--- config.mk ---
export PLATFORM = sky130hd
export DESIGN_NAME = jk_excitation_driver_flat
export DESIGN_NICKNAME = d
export VERILOG_FILES = /design/src/rtl/jk_excitation_driver_if.sv /design/src/rtl/jk_excitation_driver.sv /design/src/flat_wrapper.sv
export SDC_FILE = /design/constraint.sdc
export NUM_CORES = 1
export LEC_CHECK = 0
export ABC_AREA = 1
export BUFFER_PORTS_ARGS = -buffer_cell sky130_fd_sc_hd__buf_2
export CAP_MARGIN = 40
export CORE_UTILIZATION = 47
export DETAILED_ROUTE_END_ITERATION = 8
export GPL_TIMING_DRIVEN = 0
export PLACE_DENSITY = 0.83
export SLEW_MARGIN = 20
export SYNTH_ARGS = -nofsm -noshare
export SYNTH_HDL_FRONTEND = slang
export SYNTH_SLANG_ARGS = --single-unit
export TNS_END_PERCENT = 20
--- constraint.sdc ---
create_clock -name clk -period 1.2 [get_ports clk]
set_input_delay 0.18 -clock clk [delete_from_list [all_inputs] [get_ports clk]]
set_output_delay 0.18 -clock clk [all_outputs]
set_load 0.05 [all_outputs]
--- src/rtl/jk_excitation_driver_if.sv ---
// rtl/jk_excitation_driver_if.sv - handshake/excitation bundle for the JK excitation driver
interface jk_excitation_driver_if #(
  parameter int LEN  = 8,
  parameter int ERRW = 4
);
  logic            load;
  logic [LEN-1:0]  pattern;
  logic            start;
  logic            abort;
  logic            q_fb;
  logic            J;
  logic            K;
  logic            T;
  logic            busy;
  logic            done;
  logic [ERRW-1:0] err_cnt;

  modport master (
    output load, pattern, start, abort, q_fb,
    input  J, K, T, busy, done, err_cnt
  );

  modport slave (
    input  load, pattern, start, abort, q_fb,
    output J, K, T, busy, done, err_cnt
  );
endinterface

--- src/rtl/jk_excitation_driver.sv ---
// rtl/jk_excitation_driver.sv - drives J/K/T to walk an external flip-flop through a stored Q pattern
// and counts how often the fed-back Q missed the value requested one cycle earlier.
module jk_excitation_driver #(
  parameter int LEN  = 8,
  parameter int ERRW = 4
) (
  input  logic                  clk,
  input  logic                  rst,
  jk_excitation_driver_if.slave bus
);
  localparam int IDXW = (LEN > 2) ? $clog2(LEN) : 1;

  typedef enum logic [1:0] {S_IDLE, S_RUN, S_FLUSH, S_DONE} state_e;

  state_e            state_q, state_d;
  logic [LEN-1:0]    pattern_q, pattern_d;
  logic [IDXW-1:0]   idx_q, idx_d;
  logic              exp_q_q, exp_q_d;
  logic              chk_valid_q, chk_valid_d;
  logic [ERRW-1:0]   err_cnt_q, err_cnt_d;

  logic tgt;
  logic last_step;
  logic mismatch;
  logic err_sat;

  assign tgt       = pattern_q[idx_q];
  assign last_step = (idx_q == IDXW'(LEN - 1));
  assign mismatch  = chk_valid_q & (bus.q_fb ^ exp_q_q);
  assign err_sat   = &err_cnt_q;

  always_ff @(posedge clk) begin
    if (rst) begin
      state_q <= S_IDLE;
    end else begin
      state_q <= state_d;
    end
  end

  always_comb begin
    state_d = state_q;
    case (state_q)
      S_IDLE:  if (bus.start) state_d = S_RUN;
      S_RUN: begin
        if (bus.abort)      state_d = S_IDLE;
        else if (last_step) state_d = S_FLUSH;
      end
      S_FLUSH: state_d = bus.abort ? S_IDLE : S_DONE;
      S_DONE:  state_d = S_IDLE;
      default: state_d = S_IDLE;
    endcase
  end

  always_comb begin
    bus.J    = 1'b0;
    bus.K    = 1'b0;
    bus.T    = 1'b0;
    bus.busy = 1'b0;
    bus.done = 1'b0;
    case (state_q)
      S_RUN: begin
        bus.J    = ~bus.q_fb & tgt;
        bus.K    = bus.q_fb & ~tgt;
        bus.T    = bus.q_fb ^ tgt;
        bus.busy = 1'b1;
      end
      S_FLUSH: bus.busy = 1'b1;
      S_DONE:  bus.done = 1'b1;
      default: ;
    endcase
  end
  assign bus.err_cnt = err_cnt_q;

  // exp_q lags the excitation by one cycle, so the check in cycle k grades the target of cycle k-1.
  always_comb begin
    pattern_d   = pattern_q;
    idx_d       = idx_q;
    exp_q_d     = exp_q_q;
    chk_valid_d = chk_valid_q;
    err_cnt_d   = err_cnt_q;
    case (state_q)
      S_IDLE: begin
        if (bus.load) pattern_d = bus.pattern;
        if (bus.start) begin
          idx_d       = '0;
          chk_valid_d = 1'b0;
          err_cnt_d   = '0;
        end
      end
      S_RUN: begin
        if (bus.abort) begin
          idx_d       = '0;
          chk_valid_d = 1'b0;
        end else begin
          exp_q_d     = tgt;
          chk_valid_d = 1'b1;
          idx_d       = last_step ? '0 : idx_q + IDXW'(1);
          if (mismatch && !err_sat) err_cnt_d = err_cnt_q + ERRW'(1);
        end
      end
      S_FLUSH: begin
        chk_valid_d = 1'b0;
        if (!bus.abort && mismatch && !err_sat) err_cnt_d = err_cnt_q + ERRW'(1);
      end
      default: ;
    endcase
  end

  always_ff @(posedge clk) begin
    if (rst) begin
      pattern_q   <= '0;
      idx_q       <= '0;
      exp_q_q     <= 1'b0;
      chk_valid_q <= 1'b0;
      err_cnt_q   <= '0;
    end else begin
      pattern_q   <= pattern_d;
      idx_q       <= idx_d;
      exp_q_q     <= exp_q_d;
      chk_valid_q <= chk_valid_d;
      err_cnt_q   <= err_cnt_d;
    end
  end
endmodule

--- src/flat_wrapper.sv ---
// flat-port wrapper written by rule: the top's interface ports become plain ports
module jk_excitation_driver_flat 
#(
  parameter int LEN  = 8,
  parameter int ERRW = 4
)
  (clk, rst, bus_load, bus_pattern, bus_start, bus_abort, bus_q_fb, bus_J, bus_K, bus_T, bus_busy, bus_done, bus_err_cnt);
  jk_excitation_driver_if #(.LEN(LEN), .ERRW(ERRW)) bus_i ();
  input  logic clk;
  input  logic rst;
  input wire logic [$bits(bus_i.load)-1:0] bus_load;
  input wire logic [$bits(bus_i.pattern)-1:0] bus_pattern;
  input wire logic [$bits(bus_i.start)-1:0] bus_start;
  input wire logic [$bits(bus_i.abort)-1:0] bus_abort;
  input wire logic [$bits(bus_i.q_fb)-1:0] bus_q_fb;
  output wire logic [$bits(bus_i.J)-1:0] bus_J;
  output wire logic [$bits(bus_i.K)-1:0] bus_K;
  output wire logic [$bits(bus_i.T)-1:0] bus_T;
  output wire logic [$bits(bus_i.busy)-1:0] bus_busy;
  output wire logic [$bits(bus_i.done)-1:0] bus_done;
  output wire logic [$bits(bus_i.err_cnt)-1:0] bus_err_cnt;
  assign bus_i.load = bus_load;
  assign bus_i.pattern = bus_pattern;
  assign bus_i.start = bus_start;
  assign bus_i.abort = bus_abort;
  assign bus_i.q_fb = bus_q_fb;
  assign bus_J = bus_i.J;
  assign bus_K = bus_i.K;
  assign bus_T = bus_i.T;
  assign bus_busy = bus_i.busy;
  assign bus_done = bus_i.done;
  assign bus_err_cnt = bus_i.err_cnt;
  jk_excitation_driver #(.LEN(LEN), .ERRW(ERRW)) u_core (.clk(clk), .rst(rst), .bus(bus_i));
endmodule
Word-level counts from Yosys, hierarchy flattened
Index checks and enable logic that the tools add are counted.
- latch bits: 0
- ROM bits: 0
- bits in registers: 19
- RAM bits: 0
- output and inout port bits: 9
- memories: 0
- muxes and demuxes: 24
- equality and inequality tests: 9
- bitwise gates (word level): 8
- add/sub/neg operators: 2
- shift operators: 0
- div/mod/pow operators: 0
- reduce and logical (&&, ||, !) cells: 16
- magnitude comparators: 1
- multiply operators: 0
- operators by type and width (operator ; count):
    $mux 4 ; 4
    $pmux 4 s3 ; 1
    $reduce_and 2->1 ; 5
    $mux 3 ; 3
    $mux 1 ; 8
    $mux 2 ; 4
    $pmux 2 s4 ; 1
    $pmux 3 s2 ; 1
    $reduce_and 5->1 ; 1
    $add 4x1->4 const B ; 1
    $eq 2x2->1 const B ; 2
    $lt 3x4->1 const B ; 1
    $ne 2x1->1 const B ; 2
    $ne 2x2->1 const B ; 2
    $reduce_and 4->1 ; 1
    $add 3x1->3 const B ; 1
    $and 1x1->1 ; 3
    $bmux 1 s3 ; 1
    $eq 3x3->1 const B ; 1
    $logic_and 1x1->1 ; 3
    $ne 3x2->1 const B ; 1
    $not 1->1 ; 3
    $pmux 1 s3 ; 1
    $reduce_bool 3->1 ; 1
    other kinds (6) ; 8

Logic depth before layout (Yosys ltp)
Gate-level depths: netlist of the first run.
- depth in word-level cells: 6
- mapped depth: 9

Least setup slack after synthesis of the first run
Ideal clock, no wire load.
- kind: reg2out
- from: register u_core.idx_q[0]
- to: output port bus_T
- setup slack: -0.683 ns
- required time: 1.020 ns
- stages on the path, launching flop included: 7
- data arrival time: 1.703 ns
- cell sequence: dfxtp_1 inv_1 o21ai_0 nand3_1 nand2_1 ha_1 nor2_1
- word-level cells in the longest chain between the ends: 4
- ends and longest elaborated chain (what ; RTL line ; text):
    from (decl) ; jk_excitation_driver.sv:17 ; logic [IDXW-1:0] idx_q, idx_d;
    from (signal assigned) ; jk_excitation_driver.sv:118 ; idx_q <= idx_d;
    $bmux 1 s3 ; jk_excitation_driver.sv:27 ; assign tgt = pattern_q[idx_q];
    $mux 1 (not written as such) ; jk_excitation_driver.sv:27 ;
    $xor 1x1->1 ; jk_excitation_driver.sv:64 ; bus.T = bus.q_fb ^ tgt;
    $mux 1 ; jk_excitation_driver.sv:60 ; case (state_q)
    to (decl) ; flat_wrapper.sv:18 ; output wire logic [$bits(bus_i.T)-1:0] bus_T;
No other way between the ends. The select of a mux whose other input is x is not followed.

Final worst setup path of the first run
- from: register u_core.idx_q[0]
- to: output port bus_J
- word-level cells in the longest chain between the ends: 4
- ends and longest elaborated chain (what ; RTL line ; text):
    $bmux 1 s3 ; jk_excitation_driver.sv:27 ;
    $mux 1 (not written as such) ; jk_excitation_driver.sv:27 ;
    named net u_core.tgt ; jk_excitation_driver.sv:22 ; logic tgt;
    $and 1x1->1 ; jk_excitation_driver.sv:62 ; bus.J = ~bus.q_fb & tgt;
    $mux 1 ; jk_excitation_driver.sv:60 ;
    to (decl) ; flat_wrapper.sv:16 ; output wire logic [$bits(bus_i.J)-1:0] bus_J;
The timed path passes the listed nets, and every way through them passes these cells. The select of a mux whose other input is x is not followed.

==> results of run 1 <==
kinds of logic after synthesis:
kind of cell             count (synthesis)  synth area share (%)
AND/OR/NAND/NOR                         62                 24.85
AO/OA/AOI/OAI                           33                 18.17
buffers and inverters                   20                 7.415
flip-flops                              19                 37.58
adder cells (fa/ha/maj)                  9                 11.13
XOR/XNOR                                 1                0.8654
flip-flops by register name (all words and copies together), names as in the netlist:
name                cells
u_core.chk_valid_q      1
u_core.pattern_q        8
u_core.bus.err_cnt      4
u_core.state_q          2
u_core.exp_q_q          1
u_core.idx_q            3
area by class of cell:
type                    instances  area (sq um)  area share (%)
flip-flops and latches         19         404.1           27.89
plain buffers                   1         3.754          0.2591
multi-input cells             105         705.7           48.70
inverters                      19         90.09           6.218
repair buffers                 26         185.2           12.78
clock buffers                   4         26.28           1.813
well taps                      27         33.78           2.332
cells in the final DEF, fill, tap and decap left out, types with 2 or more instances in the layout:
cell type / instances
buf_2: 16
nor2_2: 5
ha_4: 4
ha_1: 4
clkbuf_1: 2
o21ai_1: 4
dfxtp_1: 12
o21ai_2: 5
a211oi_1: 2
nand2_4: 5
inv_2: 4
buf_4: 4
inv_1: 8
nand3_1: 10
a21oi_1: 9
clkbuf_4: 4
nor2_1: 26
nand2_1: 12
o21ai_0: 8
a21oi_2: 2
buf_6: 2
dfxtp_4: 6
inv_4: 6
buf_8: 3
critical path, cell delays in order, from the launching register on:
cell	delay (ns)
dfxtp_4	0.39
nor2_2	0.12
nor2_2	0.05
o21ai_2	0.04
nand3_1	0.09
nand2_2	0.11
inv_2	0.06
ha_4	0.16
nand2_4	0.07
clkinvlp_4	0.08
buf_8	0.15
cells in the mapped netlist, types with 3 or more instances:
cell / number / area share [%]
nand3_1: 10 / 4.9
ha_1: 9 / 11
o21ai_0: 16 / 7.9
nor2_1: 32 / 12
nand2_1: 17 / 6.3
a21oi_1: 11 / 5.4
inv_1: 18 / 6.7
dfxtp_1: 19 / 38
a211oi_1: 3 / 2.2
how the worst min path moves through the flow:
| stage | startpoint | to | slack [ns] | cells past startpoint |
|---|---|---|---|---|
| 4_1_cts | rst | u_core.bus.err_cnt[2] | 0.1 | 2 |
| 3_3_place_gp | rst | u_core.bus.err_cnt[0] | 0.42 | 2 |
| 3_5_place_dp | rst | u_core.bus.err_cnt[2] | 0.42 | 2 |
| 2_1_floorplan | rst | u_core.bus.err_cnt[0] | 0.24 | 1 |
| 6_report | bus_pattern[7] | u_core.pattern_q[7] | 0.12 | 3 |
| 5_1_grt | bus_pattern[3] | u_core.pattern_q[3] | 0.13 | 3 |
stage by stage:
| stage | TNS (ns) | instance area, sq um | hold WS, ns |
|---|---|---|---|
| finish | -3.001 | 1449 | 0.1205 |
| global route | -4.239 | 1449 | 0.1342 |
| global placement | -1.707 | 1232 | 0.4200 |
| detailed placement | -2.253 | 1232 | 0.4218 |
| CTS | -2.902 | 1324 | 0.09511 |
| floorplan | -1.185 | 1089 | 0.2394 |
power by group through the flow:
| stage | clock [mW] | combinational (mW) | sequential [mW] |
|---|---|---|---|
| final | 0.320 | 2.01 | 1.01 |
| after global placement | 0 | 1.49 | 0.965 |
| after global routing | 0.350 | 2.19 | 1.04 |
| after detailed placement | 0 | 1.55 | 0.974 |
| after floorplan | 0 | 1.15 | 1.08 |
| after CTS | 0.336 | 1.72 | 0.975 |
per-layer routing:
| layer | vias to the layer above | share of wire (%) |
|---|---|---|
| li1 | 537 | - |
| met1 | 498 | 40 |
| met2 | 30 | 55 |
| met3 | 5 | 3.1 |
| met4 | 0 | 1.8 |
| met5 | - | 0 |
what timing repair did:
| item | CTS | global route |
|---|---|---|
| setup buffers | 1 | 3 |
| setup endpoints to repair | 24 | 21 |
| resized for setup | 22 | 34 |
| endpoints found under the hold margin | 0 | 0 |
| pin swaps | 10 | 7 |
==> impl_metrics.json, run 1 <==
{
  "antenna_found_initial": 0,
  "syn_inst": 144,
  "n_fill_cell": 166,
  "fin_cells": 201,
  "setup_viol": 15,
  "placedCellCount": 193,
  "synth.yosys.seq_area_share_pct": 37.58,
  "cp_max_fo": 6,
  "tightest_slew_ns": 0.3669,
  "r2r_end": "u_core.state_q[1]",
  "htree_levels": 1,
  "hold_buffers": 0,
  "synth-seq-cells": 19,
  "cts.clk_slew.worst_paths_ns": 0.10,
  "synth_top_flop_cell": "dfxtp_1",
  "io_buffer_count": 22,
  "drive_above_1_share_pct": 42.53,
  "die_h_um": 48.41,
  "total_power_mw": 3.343,
  "cts_buffers": 3,
  "track_usage_pct": 20.07,
  "hold_viol_final": 0,
  "antenna_left": 0,
  "grt_pass1_wl_um": 3657,
  "cts_root_buffer": "clkbuf_4",
  "relSlewSlack_pct": 75.54,
  "pwr-share-clk_pct": 9.6,
  "fin_skew_ns": 0.003946,
  "use_met2_pct": 35.21,
  "yosys_warnings": 0,
  "cp-endpoint": "bus_J",
  "grt_overflow_total": 0,
  "layout_setup_ws_ns": -0.6066,
  "drt_iter0_drc": 35,
  "peakVddDrop_v": 0.001472,
  "grt.busiest_layer": "met2",
  "reg2reg_depth": 7,
  "synth-async-reset-ratio_pct": 0,
  "rows": 16,
  "num_antenna_cells": 0,
  "synth_edf_count": 0,
  "cts_buffer_depth": 2,
  "fin_util_pct": 72.38,
  "grt_pass1_vias": 904,
  "leakage_nw": 0.6468,
  "start_util_pct": 50.56,
  "routed_via_density": 5.323,
  "yosysUniqueCellTypes": 18,
  "grtUsageMet3_pct": 2.201,
  "drt-total-wl_um": 2564,
  "first_pass_iters": 4,
  "synth.avg_cell_area_sq_um": 7.029,
  "p_per_area_nw_per_um2": 2307,
  "nets": 198,
  "core_sq_um": 2002,
  "power_switching_mw": 1.602,
  "syn_nets": 167,
  "insertion_delay_ns": 0.30,
  "sequentialPowerShare_pct": 30.3,
  "dr_total_vias": 1070,
  "place_congestion": 0.8179,
  "cts_sinks": 19,
  "crit_required_ns": 1.02,
  "p_int_mw": 1.741,
  "setup.worst_path.start": "u_core.idx_q[0]",
  "die_w_um": 48.41,
  "start_kind": "flip-flop",
  "maxSlewViolCount": 0,
  "end_kind": "output pin",
  "max_freq_ghz": 0.5535,
  "syn-cell-area_sq_um": 1012,
  "area_growth_pct": 43.14,
  "place_ws_ns": -0.3693,
  "dieArea_sq_um": 2343,
  "p_comb_share_pct": 60.1,
  "cts_tree": "built",
  "switching_share_pct": 47.91,
  "arrival_ns": 1.63,
  "status": "finished, violations left",
  "rsz0062_at_grt": "true",
  "routedWlPerCell_um": 12.76,
  "met1_usage_pct": 24.75,
  "fin_crit_sh_pct": 150.5,
  "violations": "negative setup slack",
  "layout_min_cycle_time_ns": 1.807,
  "reg2reg_slack_ns": -0.18,
  "timing.rr.start": "u_core.state_q[1]",
  "hpwl_um": 1650,
  "hold_path_class": "input pin to flip-flop",
  "grt_max_degree": 11,
  "drv_cap": 0,
  "io_pins": 23,
  "path_class": "flip-flop to output pin",
  "drc": 0
}
Power figures use the tool's default switching activity.
==> inputs of run 2 (changes only) <==
--- a/config.mk
+++ b/config.mk
@@ -8,6 +8,7 @@
 export ABC_AREA = 1
 export BUFFER_PORTS_ARGS = -buffer_cell sky130_fd_sc_hd__buf_2
 export CAP_MARGIN = 40
+export CORE_ASPECT_RATIO = 1.1
 export CORE_UTILIZATION = 47
 export DETAILED_ROUTE_END_ITERATION = 8
 export GPL_TIMING_DRIVEN = 0
==> impl_metrics.json, run 2 (synthesized netlist as in run 1, its figures left out) <==
{
  "status": "finished, violations left",
  "violations": "negative setup slack",
  "hpwl_um": 1749,
  "nets": 200,
  "largest_reg_flops": 8,
  "p_per_area_nw_per_um2": 2328,
  "regMostFlops": "u_core.pattern_q",
  "multi_input_area_sq_um": 718.2,
  "start_kind": "flip-flop",
  "r2r_end": "u_core.bus.err_cnt[1]",
  "layout_min_cycle_time_ns": 1.797,
  "peakVddDrop_v": 0.001465,
  "antenna_found_initial": 0,
  "routed_via_density": 5.338,
  "routedWlPerCell_um": 12.33,
  "layout_setup_ws_ns": -0.5966,
  "hold_slack_ns": 0.1155,
  "cts_tree": "built",
  "setup.worst_path.start": "u_core.idx_q[0]",
  "tightest_slew_ns": 0.3494,
  "fin_skew_ns": 0.005881,
  "dieArea_sq_um": 2343,
  "hold_path_class": "input pin to flip-flop",
  "grt_pass1_vias": 974,
  "track_usage_pct": 23.02,
  "place_congestion": 0.7997,
  "core_sq_um": 2021,
  "htree_levels": 1,
  "seqCellArea_sq_um": 399.1,
  "final_common_cell": "nor2_1",
  "antenna_left": 0,
  "reg2reg_depth": 9,
  "drc": 0,
  "io_pins": 23,
  "drt_iter0_drc": 19,
  "io_buffer_count": 22,
  "drt-total-wl_um": 2515,
  "max_freq_ghz": 0.5566,
  "grt_pass1_wl_um": 3877,
  "start_util_pct": 50.09,
  "fin_crit_sh_pct": 149.7,
  "rows": 17,
  "postPlaceCellArea_sq_um": 1234,
  "design_area_sq_um": 1469,
  "n_fill_cell": 153,
  "num_antenna_cells": 0,
  "end_kind": "output pin",
  "cts.clk_slew.worst_paths_ns": 0.11,
  "timing.rr.start": "u_core.state_q[1]",
  "drv_cap": 0,
  "wl_met2_um": 1330,
  "drive_above_1_share_pct": 40.91,
  "rsz0062_at_grt": "true",
  "grt_overflow_total": 0,
  "path_class": "flip-flop to output pin",
  "mostFrequentLayoutCells": "nor2_1 (29), buf_2 (16), dfxtp_1 (12)",
  "dr_total_vias": 1089,
  "maxUsedRoutingLayer": "met4",
  "cp-endpoint": "bus_J",
  "min_path_cells": 2,
  "cts_sinks": 19,
  "wl_met1_um": 1061,
  "insertion_delay_ns": 0.29,
  "cts_buffer_depth": 2,
  "relSlewSlack_pct": 76.71,
  "wl_met3_um": 61,
  "cp_max_fo": 6,
  "first_pass_iters": 4,
  "cts_buffers": 3,
  "hold_buffers": 0,
  "arrival_ns": 1.62,
  "crit_required_ns": 1.02,
  "die_w_um": 46.25,
  "grt_max_degree": 11,
  "area_growth_pct": 45.12,
  "leakage_nw": 0.6510,
  "maxSlewViolCount": 0,
  "die_h_um": 50.67,
  "reg2reg_slack_ns": -0.10,
  "cts_root_buffer": "clkbuf_4",
  "setup_viol": 15,
  "hold_viol_final": 0
}
-- run 2: cell count changes in the layout (fill, tap and decap cells not counted), sizes merged --
cell and change:
buf +2, o21ai +1, clkbuf -1
-- run 2: what timing repair did --
item,4_1_cts,5_1_grt
resized for setup,19,29
gates cloned,0,1
pin swaps,6,12
setup endpoints to repair,24,25
buffers inserted,2,3
-- run 2: how the worst min path moves through the flow --
stage / startpoint / to / slack [ns]
3_3_place_gp: rst / u_core.bus.err_cnt[0] / 0.42
5_1_grt: rst / u_core.bus.err_cnt[2] / 0.12
3_5_place_dp: rst / u_core.bus.err_cnt[0] / 0.42
2_1_floorplan: rst / u_core.bus.err_cnt[0] / 0.24
6_report: rst / u_core.bus.err_cnt[2] / 0.12
4_1_cts: rst / u_core.bus.err_cnt[0] / 0.10
-- run 2: layout make-up --
cell class / instances / area share (%)
well taps: 28 / 2.385
repair buffers: 27 / 13.71
plain buffers: 1 / 0.2555
clock buffers: 4 / 1.789
flip-flops and latches: 19 / 27.17
multi-input cells: 106 / 48.89
inverters: 19 / 5.792
-- run 2: through the flow --
step | worst slack (ns) | instances | TNS [ns] | total power, mW | utilization (%)
after global placement | -0.3412 | 194 | -1.888 | 2.461 | 61.05
after global routing | -0.6821 | 204 | -3.784 | 3.646 | 72.69
after CTS | -0.6072 | 200 | -3.076 | 3.024 | 65.63
after detailed placement | -0.3871 | 194 | -3.042 | 2.543 | 61.05
after floorplan | -0.1942 | 144 | -1.185 | 2.230 | -
final | -0.5966 | 204 | -2.714 | 3.420 | 72.69
-- run 2: report_power, final --
part | internal (mW) | switching (mW)
clock | 0.129 | 0.193
combinational | 0.833 | 1.28
sequential | 0.825 | 0.164
total | 1.79 | 1.63
-- run 2: worst max-delay path, cell delays in order (launching register included) --
cell and delay [ns]:
dfxtp_4 0.40, inv_2 0.08, o21ai_2 0.13, nand3_1 0.10
nand2_2 0.12, inv_2 0.05, ha_4 0.15, nand2_2 0.07
clkinvlp_4 0.07, buf_6 0.15
-- run 2: layer usage --
layer	track usage [%]	vias to the layer above
met5	0	-
met4	10.78	0
met3	3.957	6
met2	42.49	25
met1	23.71	516
li1	-	542
